--- src/rtl/cnn_pkg.sv ---
// Shared types and helpers for the convolution back-end.
// PSUM_COLLECTOR_RELU_EN selects ReLU ahead of output saturation.
package cnn_pkg;

    localparam int PSUM_W = 8;
    localparam int DATA_W = 8;

    typedef enum logic [1:0] {
        IDLE,
        RUN,
        DONE
    } state_e;

    function automatic logic [DATA_W-1:0] sat_out(input logic signed [31:0] v);
        logic [DATA_W-1:0] r;
        r = v[DATA_W-1:0];
        if (v > 32'sd127) r = 8'h7f;
        if (v < -32'sd128) r = 8'h80;
`ifdef PSUM_COLLECTOR_RELU_EN
        if (v < 32'sd0) r = '0;
`endif
        return r;
    endfunction

endpackage

--- src/rtl/psum_lane_adder.sv ---
// First pipeline stage: registered sum of the four lane partial sums
// together with the qualified beat flags.
module psum_lane_adder #(
    parameter int PSUM_W = 8
) (
    input  logic                     clk,
    input  logic                     rst,
    input  logic                     en_i,
    input  logic                     valid_i,
    input  logic                     ce_i,
    input  logic                     ie_i,
    input  logic signed [PSUM_W-1:0] p0_i,
    input  logic signed [PSUM_W-1:0] p1_i,
    input  logic signed [PSUM_W-1:0] p2_i,
    input  logic signed [PSUM_W-1:0] p3_i,
    output logic signed [PSUM_W+1:0] sum_o,
    output logic                     valid_o,
    output logic                     ce_o,
    output logic                     ie_o
);

    logic signed [PSUM_W+1:0] sum_d, sum_q;
    logic valid_d, ce_d, ie_d;
    logic valid_q, ce_q, ie_q;

    always_comb begin
        sum_d = (PSUM_W+2)'(p0_i) + (PSUM_W+2)'(p1_i)
              + (PSUM_W+2)'(p2_i) + (PSUM_W+2)'(p3_i);
        valid_d = valid_i & en_i;
        ce_d = ce_i & valid_d;
        ie_d = ie_i & ce_d;
    end

    always_ff @(posedge clk or posedge rst) begin
        if (rst) begin
            sum_q   <= '0;
            valid_q <= 1'b0;
            ce_q    <= 1'b0;
            ie_q    <= 1'b0;
        end else begin
            sum_q   <= sum_d;
            valid_q <= valid_d;
            ce_q    <= ce_d;
            ie_q    <= ie_d;
        end
    end

    assign sum_o   = sum_q;
    assign valid_o = valid_q;
    assign ce_o    = ce_q;
    assign ie_o    = ie_q;

endmodule

--- src/rtl/psum_collector.sv ---
// Partial-sum collector: accumulate, saturate, write channel-major OFM.
// Define PSUM_COLLECTOR_RELU_EN to clamp negative results to 0.
module psum_collector #(
    parameter int PSUM_W = cnn_pkg::PSUM_W,
    parameter int ACC_W  = 20,
    parameter int ADDR_W = 16
) (
    input  logic              clk,
    input  logic              rst,
    input  logic              start,
    input  logic [15:0]       WxW_out,
    input  logic [10:0]       no_channel_out,
    input  logic              psum_valid,
    input  logic [PSUM_W-1:0] psum_0,
    input  logic [PSUM_W-1:0] psum_1,
    input  logic [PSUM_W-1:0] psum_2,
    input  logic [PSUM_W-1:0] psum_3,
    input  logic              channel_end,
    input  logic              img_end,
    output logic              wr_en,
    output logic [ADDR_W-1:0] wr_addr,
    output logic [7:0]        wr_data,
    output logic              busy,
    output logic              done,
    output logic              err
);

    import cnn_pkg::*;

    state_e state_d, state_q;
    logic [15:0] wxw_d, wxw_q, pix_d, pix_q;
    logic [10:0] nch_d, nch_q, oc_d, oc_q;
    logic [ADDR_W-1:0] addr_d, addr_q, wr_addr_d, wr_addr_q;
    logic signed [ACC_W-1:0] acc_d, acc_q, sum;
    logic [7:0] wr_data_d, wr_data_q;
    logic wr_en_d, wr_en_q, err_d, err_q;
    logic signed [PSUM_W+1:0] lane_sum;
    logic lv, lce, lie, last;

    psum_lane_adder #(.PSUM_W(PSUM_W)) u_lane (
        .clk     (clk),
        .rst     (rst),
        .en_i    (state_q == RUN),
        .valid_i (psum_valid),
        .ce_i    (channel_end),
        .ie_i    (img_end),
        .p0_i    (psum_0),
        .p1_i    (psum_1),
        .p2_i    (psum_2),
        .p3_i    (psum_3),
        .sum_o   (lane_sum),
        .valid_o (lv),
        .ce_o    (lce),
        .ie_o    (lie)
    );

    assign sum  = acc_q + ACC_W'(lane_sum);
    assign last = (oc_q == nch_q - 11'd1) && (pix_q == wxw_q - 16'd1);

    always_comb begin
        state_d   = state_q;
        wxw_d     = wxw_q;
        nch_d     = nch_q;
        pix_d     = pix_q;
        oc_d      = oc_q;
        addr_d    = addr_q;
        acc_d     = acc_q;
        err_d     = err_q;
        wr_en_d   = 1'b0;
        wr_addr_d = wr_addr_q;
        wr_data_d = wr_data_q;
        unique case (state_q)
            IDLE: begin
                if (start) begin
                    wxw_d  = WxW_out;
                    nch_d  = no_channel_out;
                    pix_d  = '0;
                    oc_d   = '0;
                    addr_d = '0;
                    acc_d  = '0;
                    err_d  = 1'b0;
                    state_d = RUN;
                    if (WxW_out == 16'd0 || no_channel_out == 11'd0) begin
                        err_d   = 1'b1;
                        state_d = DONE;
                    end
                end
            end
            RUN: begin
                if (lv && !lce) begin
                    acc_d = sum;
                end else if (lv) begin
                    wr_en_d   = 1'b1;
                    wr_addr_d = addr_q;
                    wr_data_d = sat_out(32'(sum));
                    acc_d     = '0;
                    addr_d    = addr_q + ADDR_W'(1);
                    if (pix_q == wxw_q - 16'd1) begin
                        pix_d = '0;
                        oc_d  = oc_q + 11'd1;
                    end else begin
                        pix_d = pix_q + 16'd1;
                    end
                    // Either end marker terminates; disagreement is a protocol error.
                    if (last || lie) begin
                        state_d = DONE;
                        if (last != lie) err_d = 1'b1;
                    end
                end
            end
            DONE: state_d = IDLE;
            default: state_d = IDLE;
        endcase
    end

    always_ff @(posedge clk or posedge rst) begin
        if (rst) begin
            state_q   <= IDLE;
            wxw_q     <= '0;
            nch_q     <= '0;
            pix_q     <= '0;
            oc_q      <= '0;
            addr_q    <= '0;
            acc_q     <= '0;
            err_q     <= 1'b0;
            wr_en_q   <= 1'b0;
            wr_addr_q <= '0;
            wr_data_q <= '0;
        end else begin
            state_q   <= state_d;
            wxw_q     <= wxw_d;
            nch_q     <= nch_d;
            pix_q     <= pix_d;
            oc_q      <= oc_d;
            addr_q    <= addr_d;
            acc_q     <= acc_d;
            err_q     <= err_d;
            wr_en_q   <= wr_en_d;
            wr_addr_q <= wr_addr_d;
            wr_data_q <= wr_data_d;
        end
    end

    assign wr_en   = wr_en_q;
    assign wr_addr = wr_addr_q;
    assign wr_data = wr_data_q;
    assign busy    = (state_q != IDLE);
    assign done    = (state_q == DONE);
    assign err     = err_q;

endmodule
--- config.mk ---
export PLATFORM = sky130hd
export DESIGN_NAME = psum_collector
export DESIGN_NICKNAME = d
export VERILOG_FILES = /design/src/rtl/cnn_pkg.sv /design/src/rtl/psum_lane_adder.sv /design/src/rtl/psum_collector.sv
export SDC_FILE = /design/constraint.sdc
export NUM_CORES = 1
export LEC_CHECK = 0
export ABC_AREA = 1
export BUFFER_PORTS_ARGS = -buffer_cell sky130_fd_sc_hd__buf_2
export CAP_MARGIN = 40
export CORE_MARGIN = 10
export CORE_UTILIZATION = 25
export DETAILED_ROUTE_END_ITERATION = 6
export GPL_TIMING_DRIVEN = 0
export HOLD_SLACK_MARGIN = 0.03
export PLACE_DENSITY = 0.4
export REMOVE_ABC_BUFFERS = 1
export SLEW_MARGIN = 25
export SYNTH_ARGS = -nofsm -noshare
export SYNTH_HDL_FRONTEND = slang
export SYNTH_SLANG_ARGS = --single-unit
--- constraint.sdc ---
create_clock -name clk -period 8.3 [get_ports clk]
set_input_delay 1.66 -clock clk [delete_from_list [all_inputs] [get_ports clk]]
set_output_delay 1.66 -clock clk [all_outputs]
set_load 0.05 [all_outputs]
==> impl_metrics.toml, run 1 <==
[logic_synthesis]
share_of_the_synthesized_netlist_area_taken_by_xor_and_xnor_gates_pct = 8.53
syn-instance-count = 1103
synthAdderAreaFrac_pct = 9.34
synthDominantCellAreaShare_pct = 38.9
largest_family_of_logic_cells_by_synthesized_area = "simple AND/OR/NAND/NOR gates"
yosys.cell_types.count = 38
syn-cell-area_mm2 = 0.00842
yosys.area_share.simple_pct = 28.2
seq_area_frac_synth_pct = 38.9
total_number_of_yosys_warnings = 0
average_cell_area_after_synthesis_um2 = 7.63
yosys-top-cells-area = "sky130_fd_sc_hd__dfrtp_1, sky130_fd_sc_hd__nand2_1, sky130_fd_sc_hd__xor2_1, sky130_fd_sc_hd__inv_1, sky130_fd_sc_hd__nand3_1"
ys_seq_elements = 131
compound_gate_portion_of_the_synthesized_area_pct = 7.85
synth_mux_area_share_pct = 0
synth_top_area_cell = "sky130_fd_sc_hd__dfrtp_1"

[critical_path]
endpoint = "pix_q[14]"
worst_setup_path_end_kind = "flop"
r2r-end = "pix_q[14]"
critical_path.startpoint_type = "input port"
critPathKind = "in2reg"
critical_path.startpoint = "start"
critPathRequiredTime_ns = 8.57
critical_path.slowest_cell = "sky130_fd_sc_hd__inv_2"
slowest_delay_ns = 0.72
r2r_start = "state_q[0]"
worstPathMaxFanout = 43
reg2regPathDepth = 14
crit_path_frequent_cell = "sky130_fd_sc_hd__nand2_1"
crit_path_cell_trace = "buf_2 > nand2_2 > buf_16 > nand2_1 > nand2_1 > inv_2 > nand2_1 > nor2_1 > nand3_1 > nor2_1 > nand3_1 > xor2_1 > a21oi_2"
ff2ff_setup_slack_ns = 4.32
crit_arrival_ns = 4.50

[floorplanning]
dieHeight_um = 203
placementRows = 67
core_area_mm2 = 0.0334
die_width_um = 203
design.portCount = 93
die_area_mm2 = 0.0414
initial_core_util_pct = 25.2

[sta]
grt_setup_unrepaired = "no"
worst_slew_pin_slew_ns = 0.756
final_min_period_over_clock_period_pct = 51.0
worst_slew_margin_rel_pct = 49.5
period_needed_ns = 4.23
number_of_failing_hold_endpoints_at_the_final_stage = 0
setup_tns_ns = 0
report.final.setup_viol = 0
slew_violations = 0
maxClockFrequency_ghz = 0.236
clock-skew-final_ns = 0.0154

[drt]
wire_per_inst_um = 13.9
detail_route.drc_violations = 0
drt_wl_total_mm = 23.0
post_drt_via_cell_ratio = 4.33
drt_first_iter_violations = 316
firstDrtPassIters = 4
vias = 7149
ant_nets = 0

[layout]
fin_nets = 1310
multi_input_area_mm2 = 0.00455
regArea_mm2 = 0.00328
utilization_pct = 30.1
final_common_cell = "sky130_fd_sc_hd__nand2_1"
post_route_cells_drive_above_1_share_pct = 12.6
antenna-diode-count = 0
final_cell_mix = "sky130_fd_sc_hd__nand2_1, sky130_fd_sc_hd__dfrtp_1, sky130_fd_sc_hd__inv_1"
fillers = 3697
post-route-cell-area_mm2 = 0.0100
areaGrowthSynthToFinish_pct = 19.4

[global_routing]
grt_overflow_total = 0
grt_use_total_pct = 11.6
number_of_antenna_violations_at_the_first_check_in_global_routing = 0
grt_pass1_vias = 7645
grt_max_degree = 89
grt_first_pass_wirelength_mm = 38.8

[power_and_ir_drop]
p_per_area_mw_per_mm2 = 317
static-leakage-power_nw = 4.98
peakVddDrop_v = 0.000151

[placed_design]
place.port_buffers = 92
detailed_place.area_mm2 = 0.00947
gp_routability_congestion = 0.822
hpwlAfterDp_mm = 17.9

[clock_tree]
cts-hold-fix-buffers = 0
cts.sink_count = 131
cts_tree = "built"
cts_root_buf = "sky130_fd_sc_hd__clkbuf_16"
buffers_from_clock_root_to_sink_at_most = 2
cts_inserted_buffers = 17
cts_resized = 0
post_cts_buffers = 0
clkSlewWorstSetupHoldPaths_ns = 0.06
clock_insertion_delay_worst_skew_ns = 0.42
number_of_h_tree_levels = 4

[run_status]
outcome = "finished, final reports clean"

[worst_hold_path]
worstHoldPathType = "reg2reg"

[run]
max_cap_viol_count = 0
final cells by class:
| class | instances | area share [%] |
|---|---|---|
| clock buffers | 19 | 4.41 |
| well taps | 448 | 5.58 |
| inverters | 129 | 4.89 |
| multi-input cells | 816 | 45.3 |
| repair buffers | 98 | 5.87 |
| clock inverters | 11 | 1.37 |
| flip-flops and latches | 131 | 32.6 |
cell usage after synthesis:
master / number
sky130_fd_sc_hd__nand2_1: 304
sky130_fd_sc_hd__dfrtp_1: 131
sky130_fd_sc_hd__inv_1: 125
sky130_fd_sc_hd__nor2_1: 89
sky130_fd_sc_hd__nand3_1: 87
sky130_fd_sc_hd__o21ai_0: 70
sky130_fd_sc_hd__xor2_1: 61
sky130_fd_sc_hd__a21oi_1: 45
sky130_fd_sc_hd__ha_1: 34
sky130_fd_sc_hd__nor3_1: 26
sky130_fd_sc_hd__xnor2_1: 21
sky130_fd_sc_hd__clkbuf_1: 19
sky130_fd_sc_hd__fa_1: 18
sky130_fd_sc_hd__nor4_1: 12
sky130_fd_sc_hd__nand4_1: 11
sky130_fd_sc_hd__nor3b_1: 5
sky130_fd_sc_hd__and2_1: 4
sky130_fd_sc_hd__buf_2: 4
sky130_fd_sc_hd__nand2_2: 4
sky130_fd_sc_hd__nor2_2: 4
sky130_fd_sc_hd__inv_2: 3
sky130_fd_sc_hd__or2_2: 3
sky130_fd_sc_hd__a21o_1: 2
sky130_fd_sc_hd__a21oi_2: 2
sky130_fd_sc_hd__a31oi_1: 2
sky130_fd_sc_hd__buf_1: 2
sky130_fd_sc_hd__nor2_4: 2
sky130_fd_sc_hd__o211ai_1: 2
sky130_fd_sc_hd__o21ai_1: 2
sky130_fd_sc_hd__and3_1: 1
sky130_fd_sc_hd__buf_4: 1
sky130_fd_sc_hd__buf_6: 1
sky130_fd_sc_hd__clkinv_1: 1
sky130_fd_sc_hd__nand2_4: 1
sky130_fd_sc_hd__nand3_2: 1
sky130_fd_sc_hd__o2111ai_1: 1
sky130_fd_sc_hd__o22ai_1: 1
sky130_fd_sc_hd__or2_1: 1
cell families (layout without fill, tap and decap cells):
| logic type | after synthesis | count (layout) |
|---|---|---|
| XOR/XNOR | 82 | 82 |
| AND/OR/NAND/NOR | 555 | 555 |
| AO/OA/AOI/OAI | 127 | 127 |
| buffers and inverters | 156 | 257 |
| adder cells (fa/ha/maj) | 52 | 52 |
| flip-flops | 131 | 131 |
metal layers:
layer  track usage [%]  up-vias  routed length [µm]
li1                  -     3713                   -
met1              13.7     3355               10600
met2              20.7       61               11700
met3              2.13       20                 472
met4              3.60        0                 296
met5                 0        -                   0
worst max-delay path: cells and delay by family:
family	cells	cell delay (ns)
AND/OR/NAND/NOR	8	1.46
buffers and inverters	3	1.14
AO/OA/AOI/OAI	1	0.04
XOR/XNOR	1	0.18
metrics by stage:
step,power [mW],setup slack (ns),cells,hold WS (ns)
after floorplan,2.02,3.14,1076,0.463
after global placement,2.43,1.10,1616,0.464
final,3.18,4.07,1652,0.473
after detailed placement,2.45,3.59,1622,0.464
after global routing,3.50,3.75,1652,0.508
after CTS,3.24,4.03,1652,0.480
sequential cells by signal (all words and copies together), names as in the netlist, 2 cells and up:
signal	flops
acc_q	20
addr_q	16
nch_q	11
oc_q	11
pix_q	16
state_q	2
u_lane.sum_o	10
wr_addr	16
wr_data	8
wxw_q	16
how the worst min path moves through the flow:
stage	to	slack (ns)	depth (start not counted)	startpoint
floorplan	oc_q[8]	0.46	2	oc_q[8]
global placement	wr_data[0]	0.46	2	wr_data[0]
detailed placement	wr_data[5]	0.46	2	wr_data[5]
CTS	wr_data[0]	0.48	2	wr_data[0]
global route	wr_addr[11]	0.51	2	wr_addr[11]
finish	wr_data[0]	0.47	2	wr_data[0]
power by group:
| group | internal, mW | switching (mW) | total [mW] |
|---|---|---|---|
| Sequential | 0.782 | 0.129 | 0.910 |
| Clock | 0.474 | 0.286 | 0.760 |
| Combinational | 0.514 | 0.996 | 1.51 |
| Total | 1.77 | 1.41 | 3.18 |
(Power assumes the default switching activity.)
==> run 2, diff against run 1 <==
==> constraint.sdc (replaced) <==
create_clock -name clk -period 4.26 [get_ports clk]
set_input_delay 0.852 -clock clk [delete_from_list [all_inputs] [get_ports clk]]
set_output_delay 0.852 -clock clk [all_outputs]
set_load 0.05 [all_outputs]
==> run 2 against run 1 <==
Effect of this change:
- combinational power grew 95%
- count of clock-buffer cells in the layout is the same
- critical path depth grew 1
- total power grew 95%
- critical endpoint unchanged
- largest power group unchanged
- die area is the same
==> impl_metrics.toml, run 2 (same netlist as run 1, synthesis figures left out) <==
[floorplanning]
core_area_mm2 = 0.0334
die_area_mm2 = 0.0414
initial_core_util_pct = 25.2
die_width_um = 203
placementRows = 67
dieHeight_um = 203
design.portCount = 93

[drt]
firstDrtPassIters = 4
detail_route.drc_violations = 0
post_drt_via_cell_ratio = 4.33
drt_wl_total_mm = 23.0
wire_per_inst_um = 13.9
drt_first_iter_violations = 317
vias = 7145
ant_nets = 0

[global_routing]
grt_overflow_total = 0
number_of_antenna_violations_at_the_first_check_in_global_routing = 0
grt_pass1_vias = 7645
grt_first_pass_wirelength_mm = 38.8
grt_max_degree = 89
grt_use_total_pct = 11.6

[layout]
regArea_mm2 = 0.00328
fillers = 3699
areaGrowthSynthToFinish_pct = 19.4
final_common_cell = "sky130_fd_sc_hd__nand2_1"
fin_nets = 1310
final_cell_mix = "sky130_fd_sc_hd__nand2_1, sky130_fd_sc_hd__dfrtp_1, sky130_fd_sc_hd__inv_1"
multi_input_area_mm2 = 0.00455
antenna-diode-count = 0
stdcell_count = 1652
post_route_cells_drive_above_1_share_pct = 12.6
max_flop_register = "acc_q"
largest_reg_flops = 20

[sta]
worst_slew_pin_slew_ns = 0.660
slew_violations = 0
final.hold.worst_slack_ns = 0.423
report.final.setup_viol = 0
setup_tns_ns = 0
final_min_period_over_clock_period_pct = 90.0
maxClockFrequency_ghz = 0.261
grt_setup_unrepaired = "no"
worst_slew_margin_rel_pct = 56.0
clock-skew-final_ns = 0.0156
number_of_failing_hold_endpoints_at_the_final_stage = 0
period_needed_ns = 3.83

[critical_path]
crit_path_frequent_cell = "sky130_fd_sc_hd__nand2_1"
crit_buf_inv = 3
cp_num_cells = 14
crit_arrival_ns = 4.11
critPathRequiredTime_ns = 4.54
reg2regPathDepth = 14
critical_path.slowest_cell = "sky130_fd_sc_hd__clkinv_2"
crit_path_cell_trace = "inv_1 > nor2_2 > nand2_1 > buf_8 > nand2_1 > nand2_1 > clkinv_2 > nand2_1 > nor2_1 > nand3_1 > nor2_1 > nand3_1 > xor2_1 > a21oi_2"
critical_path.startpoint_type = "flop"
worstPathMaxFanout = 43
worst_setup_path_end_kind = "flop"
slowest_delay_ns = 0.59
critPathKind = "reg2reg"
critical-path-top-delay-family = "simple AND/OR/NAND/NOR gates"

[run]
max_cap_viol_count = 0

[power_and_ir_drop]
seqPwrFrac_pct = 28.6
p_sw_mw = 2.75
p_per_area_mw_per_mm2 = 617
static-leakage-power_nw = 4.98
p_int_mw = 3.45
fin_total_pwr_mw = 6.20
clockPowerShare_pct = 23.9
peakVddDrop_v = 0.000294
power_switching_share_pct = 44.4
combPwrFrac_pct = 47.5

[clock_tree]
cts_inserted_buffers = 17
clkSlewWorstSetupHoldPaths_ns = 0.06
post_cts_buffers = 0
number_of_h_tree_levels = 4
cts_tree = "built"
cts_root_buf = "sky130_fd_sc_hd__clkbuf_16"
clock_insertion_delay_worst_skew_ns = 0.42
cts.sink_count = 131
buffers_from_clock_root_to_sink_at_most = 2

[worst_hold_path]
worstHoldPathType = "in2async"

[run_status]
outcome = "finished, final reports clean"

[placed_design]
hpwlAfterDp_mm = 17.9
gp_routability_congestion = 0.822
place.port_buffers = 92
place.detailed.instances = 1622
run 2: changes by cell type in the layout (fill, tap and decap cells not counted):
cell | before | now
sky130_fd_sc_hd__clkinv_2 | 5 | 6
sky130_fd_sc_hd__inv_2 | 4 | 3
run 2: worst reg2reg max path: cells and delay by family (launching register included):
| family | cells | cell delay [ns] |
|---|---|---|
| and+or+nand+nor | 9 | 2.11 |
| DFF | 1 | 0.38 |
| AOI/OAI and AO/OA | 1 | 0.04 |
| buffers and inverters | 3 | 0.98 |
| xor gates and xnor gates | 1 | 0.18 |
run 2: final cells by class:
class | count | area share [%]
multi-input cells | 816 | 45.2
inverters | 129 | 4.91
well taps | 448 | 5.58
flip-flops and latches | 131 | 32.6
clock buffers | 19 | 4.41
repair buffers | 98 | 5.86
clock inverters | 11 | 1.37
run 2: layer usage:
| layer | vias to the layer above | routed length, µm | track usage [%] |
|---|---|---|---|
| li1 | 3713 | - | - |
| met1 | 3351 | 10600 | 13.7 |
| met2 | 61 | 11700 | 20.7 |
| met3 | 20 | 473 | 2.13 |
| met4 | 0 | 296 | 3.60 |
| met5 | - | 0 | 0 |
run 2: stage by stage:
stage / util [%] / cell area [µm²] / setup WS (ns)
floorplan: - / 8300 / -0.0897
global placement: 27.9 / 9320 / -2.13
detailed placement: 28.4 / 9470 / 0.202
CTS: 30.1 / 10000 / 0.166
global route: 30.1 / 10000 / 0.00335
finish: 30.1 / 10000 / 0.428
run 2: power by group through the flow:
stage	registers, mW	clock network (mW)	logic, mW
global route	1.82	1.59	3.42
finish	1.77	1.48	2.94
CTS	1.78	1.53	2.99
detailed placement	1.80	0	2.98
global placement	1.80	0	2.92
floorplan	1.79	0	2.15
run 2: worst paths after layout:
| path | slack, ns | startpoint | to |
|---|---|---|---|
| worst max-delay path | 0.43 | state_q[0] | pix_q[14] |
| worst min-delay path | 0.42 | rst | wxw_q[7] |
| worst max register to register | 0.43 | state_q[0] | pix_q[14] |
| worst min register to register | 0.47 | wr_data[0] | wr_data[0] |
| max in group asynchronous | 3.07 | rst | addr_q[10] |
| min in group clk | 0.47 | wr_data[0] | wr_data[0] |
run 2: what timing repair did:
item,CTS,global route
gates resized for setup,0,1
hold buffers,0,0
endpoints found under the setup margin,0,2
==> run 3, diff against run 2 <==
--- a/config.mk
+++ b/config.mk
@@ -5,7 +5,6 @@
 export SDC_FILE = /design/constraint.sdc
 export NUM_CORES = 1
 export LEC_CHECK = 0
-export ABC_AREA = 1
 export BUFFER_PORTS_ARGS = -buffer_cell sky130_fd_sc_hd__buf_2
 export CAP_MARGIN = 40
 export CORE_MARGIN = 10
==> run 3 against run 2 <==
Effect of this change:
- setup slack worse by 0.074 ns
- first-iteration DRC count fell by 23%
- final cell count is 18% lower
- wire length is 8.7% lower
- synthesized cell count decreased by 23%
- sequential cell count stayed put
- largest power group unchanged
==> impl_metrics.toml, run 3 <==
[clock_tree]
clock_insertion_delay_worst_skew_ns = 0.43
number_of_h_tree_levels = 4
clkSlewWorstSetupHoldPaths_ns = 0.06
cts-hold-fix-buffers = 0
post_cts_buffers = 0
cts_root_buf = "sky130_fd_sc_hd__clkbuf_16"
cts_inserted_buffers = 17
buffers_from_clock_root_to_sink_at_most = 2
cts.sink_count = 131
cts_resized = 0
cts_tree = "built"

[drt]
firstDrtPassIters = 4
vias = 6325
drt_wl_total_mm = 21.0
wire_per_inst_um = 15.5
drt_first_iter_violations = 245
ant_nets = 0
post_drt_via_cell_ratio = 4.65
detail_route.drc_violations = 0

[critical_path]
slowest_delay_ns = 0.57
critPathRequiredTime_ns = 4.61
critical_path.slowest_cell = "sky130_fd_sc_hd__or4_1"
worstPathMaxFanout = 7
critPathKind = "reg2reg"
crit_path_frequent_cell = "sky130_fd_sc_hd__nor2_1"
critical_path.startpoint_type = "flop"
worst_setup_path_end_kind = "flop"
crit_arrival_ns = 4.26
crit_path_cell_trace = "nor4_1 > buf_1 > nand4b_1 > xnor2_1 > or4_4 > or3_1 > or4_1 > ha_1 > o311a_1 > nor2_1 > a21oi_1 > nor2_1"

[global_routing]
grt_first_pass_wirelength_mm = 35.5
grt_use_total_pct = 11.3
grt_overflow_total = 0
grt_max_degree = 83
number_of_antenna_violations_at_the_first_check_in_global_routing = 3
grt_pass1_vias = 6677

[layout]
final_common_cell = "sky130_fd_sc_hd__nand2_1"
regArea_mm2 = 0.00328
largest_reg_flops = 20
fillers = 3326
areaGrowthSynthToFinish_pct = 21.0
post_route_cells_drive_above_1_share_pct = 16.4
utilization_pct = 30.5
final_cell_mix = "sky130_fd_sc_hd__nand2_1, sky130_fd_sc_hd__dfrtp_1, sky130_fd_sc_hd__buf_2"
max_flop_register = "acc_q"
multi_input_area_mm2 = 0.00445
fin_nets = 1060
post-route-cell-area_mm2 = 0.00961

[logic_synthesis]
syn-instance-count = 851
most_numerous_cell_in_the_yosys_netlist = "sky130_fd_sc_hd__nand2_1"
synth-async-reset-ratio_pct = 100
yosys-top-cells-area = "sky130_fd_sc_hd__dfrtp_1, sky130_fd_sc_hd__nand2_1, sky130_fd_sc_hd__ha_1, sky130_fd_sc_hd__fa_1, sky130_fd_sc_hd__xor2_1"
seq_area_frac_synth_pct = 41.3
synthDominantCellAreaShare_pct = 41.3
syn-cell-area_mm2 = 0.00794
ys_seq_elements = 131
synth.top_cells.by_count = "sky130_fd_sc_hd__nand2_1, sky130_fd_sc_hd__dfrtp_1, sky130_fd_sc_hd__nor2_1"
total_number_of_yosys_warnings = 0
yosys.cell_types.count = 79
synth-edff-count = 0
ys_dominant_reg_cell = "sky130_fd_sc_hd__dfrtp_1"
average_cell_area_after_synthesis_um2 = 9.33
synth_top_area_cell = "sky130_fd_sc_hd__dfrtp_1"

[run]
max_cap_viol_count = 0

[sta]
report.final.setup_viol = 0
worst_slew_pin_slew_ns = 0.794
grt_setup_unrepaired = "no"
worst_slew_margin_rel_pct = 47.1
final_min_period_over_clock_period_pct = 91.7
number_of_failing_hold_endpoints_at_the_final_stage = 0
setup_tns_ns = 0
final.hold.worst_slack_ns = 0.415
period_needed_ns = 3.91
maxClockFrequency_ghz = 0.256
clock-skew-final_ns = 0.0195
slew_violations = 0

[floorplanning]
placementRows = 65
die_width_um = 198
design.portCount = 93
initial_core_util_pct = 25.2
die_area_mm2 = 0.0393
dieHeight_um = 198
core_area_mm2 = 0.0315

[run_status]
outcome = "finished, final reports clean"

[placed_design]
gp_routability_congestion = 0.771
hpwlAfterDp_mm = 15.8
place.port_buffers = 92
detailed_place.area_mm2 = 0.00893

[worst_hold_path]
worstHoldPathType = "in2async"

[power_and_ir_drop]
static-leakage-power_nw = 4.47
p_per_area_mw_per_mm2 = 706
peakVddDrop_v = 0.000325
fin_total_pwr_mw = 6.78
## run 3: power by group
group | internal (mW) | switching [mW] | leakage [nW]
sequential | 1.57 | 0.365 | 1.73
combinational | 1.30 | 1.89 | 2.43
clock | 1.07 | 0.584 | 0.309
total | 3.95 | 2.84 | 4.47
## run 3: per-stage QoR
step                setup slack, ns  instances
floorplan                   -0.0897        823
global placement              -2.37       1317
detailed placement            0.259       1326
CTS                           0.220       1358
global route                 0.0217       1358
finish                        0.353       1359
## run 3: cells by family (layout without fill, tap and decap cells)
| logic type | count (synthesis) | after routing | synth area share [%] |
|---|---|---|---|
| muxes | 3 | 3 | 0.394 |
| adders and majority gates | 52 | 52 | 9.90 |
| and+or+nand+nor | 359 | 359 | 21.6 |
| xor gates and xnor gates | 77 | 77 | 8.49 |
| AOI/OAI and AO/OA | 170 | 170 | 15.1 |
| buffers and inverters | 59 | 164 | 3.26 |
| DFF | 131 | 131 | 41.3 |
| other | 0 | 1 | 0 |
## run 3: metal layers
metal  vias to the layer above  global-route usage (%)  wire length [µm]
li1                       3180                       -                 -
met1                      3025                    14.6             10200
met2                       100                    17.7              9580
met3                        16                    3.23              1060
met4                         4                    3.33               194
met5                         -                       0                32
## run 3: path summary, 6_finish.rpt
check | startpoint | to | slack, ns | cells past startpoint
setup reg to reg | wxw_q[2] | err | 0.35 | 12
min in group clk | wr_addr[13] | wr_addr[13] | 0.47 | 2
setup / recovery | wxw_q[2] | err | 0.35 | 12
hold / removal | rst | wr_addr[13] | 0.41 | 2
hold reg to reg | wr_addr[13] | wr_addr[13] | 0.47 | 2
max in group asynchronous | rst | wxw_q[6] | 3.09 | 3
## run 3: layout make-up
class                   count  share of cell area, %
well taps                 402                   5.24
repair buffers            101                   6.16
clock buffers              20                   4.75
clock inverters            12                   2.11
flip-flops and latches    131                   34.1
inverters                  31                   1.29
diodes                      1                 0.0260
multi-input cells         661                   46.3
## run 3: worst max-delay path, delay by kind of cell (launching register included)
family	cells	cell delay, ns
AOI/OAI and AO/OA	2	0.48
xor gates and xnor gates	1	0.15
adders and majority gates	1	0.20
buffers and inverters	1	0.24
DFF	1	0.46
and+or+nand+nor	7	2.30
